## config.mk

```make
export PLATFORM = sky130hd
export DESIGN_NAME = pri_encoder_queue_flat
export DESIGN_NICKNAME = d
export VERILOG_FILES = /design/src/rtl/pri_encoder_queue_if.sv /design/src/rtl/pri_encoder_queue.sv /design/src/flat_wrapper.sv
export SDC_FILE = /design/constraint.sdc
export NUM_CORES = 1
export LEC_CHECK = 0
export BUFFER_PORTS_ARGS = -buffer_cell sky130_fd_sc_hd__buf_2
export CORE_MARGIN = 8
export CORE_UTILIZATION = 50
export DETAILED_ROUTE_END_ITERATION = 10
export PLACE_DENSITY = 0.88
export SLEW_MARGIN = 20
export SYNTH_ARGS = -nofsm -noshare
export SYNTH_HDL_FRONTEND = slang
export SYNTH_SLANG_ARGS = --single-unit
```

## constraint.sdc

```tcl
create_clock -name clk -period 3.5 [get_ports clk]
set_input_delay 0.35 -clock clk [delete_from_list [all_inputs] [get_ports clk]]
set_output_delay 0.35 -clock clk [all_outputs]
set_load 0.005 [all_outputs]
```

## src/rtl/pri_encoder_queue_if.sv

```systemverilog
// Request/handshake bundle for pri_encoder_queue: event lines in,
// encoded index out over valid/ready, plus status.
interface pri_encoder_queue_if #(
    parameter int N     = 4,
    parameter int W     = 2,
    parameter int CNT_W = 8
);
    logic [N-1:0]     req;
    logic             out_ready;
    logic             out_valid;
    logic [W-1:0]     out_idx;
    logic [N-1:0]     pending;
    logic             busy;
    logic [CNT_W-1:0] drop_cnt;

    // Event sources / consumer side
    modport master (
        output req, out_ready,
        input  out_valid, out_idx, pending, busy, drop_cnt
    );

    // Encoder side
    modport slave (
        input  req, out_ready,
        output out_valid, out_idx, pending, busy, drop_cnt
    );
endinterface

```

## src/rtl/pri_encoder_queue.sv

```systemverilog
// Sticky 4-to-2 priority encoder: collects request pulses and hands out the
// lowest pending index over valid/ready, counting collisions on pending bits.
module pri_encoder_queue #(
    parameter int N     = 4,
    parameter int W     = 2,
    parameter int CNT_W = 8
) (
    input  logic                   clk,
    input  logic                   rst,
    pri_encoder_queue_if.slave     bus
);
    typedef enum logic {IDLE, HOLD} state_t;

    state_t           state_q, state_d;
    logic [N-1:0]     pending_q, pending_d;
    logic [W-1:0]     idx_q, idx_d;
    logic [CNT_W-1:0] drop_q, drop_d;

    logic [W-1:0]     sel;
    logic             has_pend;
    logic             load;
    logic [N-1:0]     clr_mask;
    logic             drop;

    always_ff @(posedge clk) begin
        if (rst) begin
            state_q   <= IDLE;
            pending_q <= '0;
            idx_q     <= '0;
            drop_q    <= '0;
        end else begin
            state_q   <= state_d;
            pending_q <= pending_d;
            idx_q     <= idx_d;
            drop_q    <= drop_d;
        end
    end

    always_comb begin
        sel      = '0;
        has_pend = |pending_q;
        state_d  = state_q;
        load     = 1'b0;

        // Scan downward so the lowest set index is the one left in sel
        for (int i = N - 1; i >= 0; i--) begin
            if (pending_q[i]) sel = W'(i);
        end

        case (state_q)
            IDLE: begin
                if (has_pend) begin
                    load    = 1'b1;
                    state_d = HOLD;
                end
            end
            HOLD: begin
                if (bus.out_ready) begin
                    load    = has_pend;
                    state_d = has_pend ? HOLD : IDLE;
                end
            end
            default: state_d = IDLE;
        endcase

        clr_mask  = load ? (N'(1) << sel) : '0;
        pending_d = (pending_q & ~clr_mask) | bus.req;
        idx_d     = load ? sel : idx_q;

        // A re-request of the bit being loaded this edge is a fresh event, not a drop
        drop   = |(bus.req & pending_q & ~clr_mask);
        drop_d = (drop && drop_q != {CNT_W{1'b1}}) ? drop_q + 1'b1 : drop_q;
    end

    assign bus.out_valid = (state_q == HOLD);
    assign bus.out_idx   = idx_q;
    assign bus.pending   = pending_q;
    assign bus.busy      = bus.out_valid | has_pend;
    assign bus.drop_cnt  = drop_q;
endmodule
```

## src/flat_wrapper.sv

```systemverilog
// flat-port wrapper written by rule: the top's interface ports become plain ports
module pri_encoder_queue_flat 
#(
    parameter int N     = 4,
    parameter int W     = 2,
    parameter int CNT_W = 8
)
  (clk, rst, bus_req, bus_out_ready, bus_out_valid, bus_out_idx, bus_pending, bus_busy, bus_drop_cnt);
  pri_encoder_queue_if #(.N(N), .W(W), .CNT_W(CNT_W)) bus_i ();
  input  logic clk;
  input  logic rst;
  input wire logic [$bits(bus_i.req)-1:0] bus_req;
  input wire logic [$bits(bus_i.out_ready)-1:0] bus_out_ready;
  output wire logic [$bits(bus_i.out_valid)-1:0] bus_out_valid;
  output wire logic [$bits(bus_i.out_idx)-1:0] bus_out_idx;
  output wire logic [$bits(bus_i.pending)-1:0] bus_pending;
  output wire logic [$bits(bus_i.busy)-1:0] bus_busy;
  output wire logic [$bits(bus_i.drop_cnt)-1:0] bus_drop_cnt;
  assign bus_i.req = bus_req;
  assign bus_i.out_ready = bus_out_ready;
  assign bus_out_valid = bus_i.out_valid;
  assign bus_out_idx = bus_i.out_idx;
  assign bus_pending = bus_i.pending;
  assign bus_busy = bus_i.busy;
  assign bus_drop_cnt = bus_i.drop_cnt;
  pri_encoder_queue #(.N(N), .W(W), .CNT_W(CNT_W)) u_core (.clk(clk), .rst(rst), .bus(bus_i));
endmodule
```

==> impl_metrics.env <==
export IMPL_synth_most_common_cell="dfxtp_1"
export IMPL_power_density_nw_per_um2=370
export IMPL_startpoint_type="flip-flop"
export IMPL_port_buffers=22
export IMPL_grt_ovfl_total=0
export IMPL_ys_seq_area_share_pct=38.4
export IMPL_die_area_um2=3090
export IMPL_maxCapViolations=0
export IMPL_worst_slew_pin_slew_ps=326
export IMPL_clk_pin_slew_worst_paths_ps=80
export IMPL_muxShareOfSynthArea_pct=4.16
export IMPL_syn_to_final_growth_pct=18.6
export IMPL_synth_top_area_share_pct=38.4
export IMPL_setup_viol=0
export IMPL_layout_nets=117
export IMPL_hold_depth=3
export IMPL_synthCells=84
export IMPL_syn_area_um2=782
export IMPL_finalCritPeriodShare_pct=51.3
export IMPL_cts_resized_gates=0
export IMPL_critPathCaptureType="flip-flop"
export IMPL_grtUsageTotal_pct=11.1
export IMPL_synth_edf_count=0
export IMPL_ys_ff_latch=15
export IMPL_yosys_top_cells_count="dfxtp_1, nor2_1, a21oi_1, inv_1"
export IMPL_setup_tns_ps=0
export IMPL_critPathRequiredTime_ps=3670
export IMPL_layout_drive_gt1_share_pct=33.3
export IMPL_drc=0
export IMPL_fin_crit_ps=1800
export IMPL_syn_avg_cell_area_um2=9.31
export IMPL_core_rowCount=14
export IMPL_max_clock_freq_mhz=557
export IMPL_antenna_cells=0
export IMPL_synth_compound_area_share_pct=25.3
export IMPL_status="complete, no violations"
export IMPL_dr_pass1_iters=4
export IMPL_wl_per_cell_um=13.5
export IMPL_synthSimpleGateAreaFrac_pct=25.1
export IMPL_worst_skew_pair_late_latency_ps=270
export IMPL_cts_buffers=3
export IMPL_hold_path_class="in2reg"
export IMPL_cp_arrival_ps=1960
export IMPL_synthFlopType="dfxtp_1"
export IMPL_antenna_found_initial=0
export IMPL_startpoint="u_core.bus.pending[0]"
export IMPL_vdd_drop_max_mv=0.291
export IMPL_ys_warn_count=0
export IMPL_synth_top_family_by_area="compound AO/OA/AOI/OAI gates"
export IMPL_r2r_cells=5
export IMPL_rsz0062_at_grt="no"
export IMPL_worst_slack_ps=1700
export IMPL_grt_pass1_wl_um=2950
export IMPL_final_hold_violation_count=0
export IMPL_wl_um=1670
export IMPL_p_leak_nw=0.451
export IMPL_async_flop_share_pct=0
export IMPL_synthAdderAreaFrac_pct=1.60
export IMPL_vias=703
export IMPL_place_congestion=0.826
export IMPL_hpwl_um=1330
export IMPL_die_height_um=55.5
export IMPL_htree_levels=1
export IMPL_cts_hold_buf=0
export IMPL_yosysUniqueCellTypes=38
export IMPL_rr_startpoint="u_core.bus.pending[0]"
export IMPL_cts_path_max_buffers=2
export IMPL_grt_pass1_vias=699
export IMPL_r2r_slack_ps=1700
export IMPL_preCtsSetupSlack_ps=1570
export IMPL_path_class="reg2reg"
export IMPL_endpoint="u_core.bus.drop_cnt[4]"
export IMPL_hp_start="bus_req[0]"
export IMPL_reg2reg_to="u_core.bus.drop_cnt[4]"
export IMPL_synth_xor_area_share_pct=1.12
export IMPL_core_area_um2=1490
export IMPL_ant_nets=0
export IMPL_cts_tree="built"
export IMPL_slew_headroom_pct=78.2
export IMPL_post_drt_via_cell_ratio=5.67
export IMPL_yosys_top_cells_area="dfxtp_1, nor2_1, a21oi_1"
export IMPL_postCtsSetupRepairBufs=0
export IMPL_io_pin_count=23
export IMPL_syn_num_nets=92
export IMPL_clock_skew_ps=3.49
export IMPL_cts_root_buffer="clkbuf_4"
export IMPL_clock_sinks=15
export IMPL_initial_core_util_pct=52.5
export IMPL_final_seq_area_um2=300
export IMPL_drv_slew=0
export IMPL_drtIter0Drc=11
export IMPL_multi_input_area_um2=448
export IMPL_critPathMaxFanout=8
export IMPL_nFillCells=133
export IMPL_grt_max_degree=17
export IMPL_synth_top_area_cell="dfxtp_1"
export IMPL_die_x_um=55.5
[metrics by stage]
| step | hold slack (ps) | instances | cell area, um2 | utilization, % | total power, mW |
|---|---|---|---|---|---|
| after floorplan | 467 | 84 | 782 | - | 0.233 |
| after global placement | 500 | 120 | 901 | 60.5 | 0.252 |
| after detailed placement | 509 | 120 | 901 | 60.5 | 0.255 |
| after CTS | 307 | 124 | 927 | 62.3 | 0.348 |
| after global routing | 303 | 124 | 927 | 62.3 | 0.363 |
| final | 313 | 124 | 927 | 62.3 | 0.343 |
[cells by family after synthesis]
group / after synthesis
compound gates: 23
mux: 3
fa+ha+maj: 1
flops: 15
simple gates: 33
buf+inv: 8
xor+xnor: 1
[critical path, cell delays in order (launching register included)]
cell	delay [ps]
dfxtp_1	360
or2_4	300
o311ai_4	320
a41oi_4	230
nand4_1	160
mux2_1	320
[per-layer routing]
layer	GRT usage [%]	routed length, um
met5	0	0
met3	4.57	143
met1	12.3	746
met2	17.8	761
met4	5.63	20
[final cells by class]
type	count	share of cell area (%)
Multi-Input combinational cell	61	48.3
Sequential cell	15	32.4
Timing Repair Buffer	22	11.9
Clock buffer	4	2.83
Inverter	6	2.43
Tap cell	16	2.16
[sequential cells by signal, summed over array words and instances, names as in the netlist]
register / count
u_core.bus.drop_cnt: 8
u_core.bus.pending: 4
u_core.bus.out_idx: 2
u_core.bus.out_valid: 1
[power breakdown]
| group | switching, mW | internal (mW) | total [mW] |
|---|---|---|---|
| registers | 0.0108 | 0.180 | 0.190 |
| clock network | 0.0487 | 0.0441 | 0.0928 |
| logic | 0.0324 | 0.0278 | 0.0602 |
| total | 0.0919 | 0.252 | 0.343 |
[cell usage in the layout, fill, tap and decap left out, types with 2 or more instances in the layout]
cell / n
mux2_1: 2
o21ai_0: 2
buf_2: 22
nand3b_1: 2
dfxtp_1: 15
a21oi_1: 8
clkbuf_4: 3
nand4_1: 3
inv_1: 6
nor2b_1: 2
nor2_1: 13
and3_1: 3
[how the worst min path moves through the flow]
stage	end	slack (ps)
floorplan	u_core.bus.pending[0]	470
global placement	u_core.bus.out_idx[0]	500
detailed placement	u_core.bus.out_idx[1]	510
CTS	u_core.bus.pending[0]	310
global route	u_core.bus.pending[0]	300
finish	u_core.bus.pending[0]	310
Power figures use the tool's default switching activity.
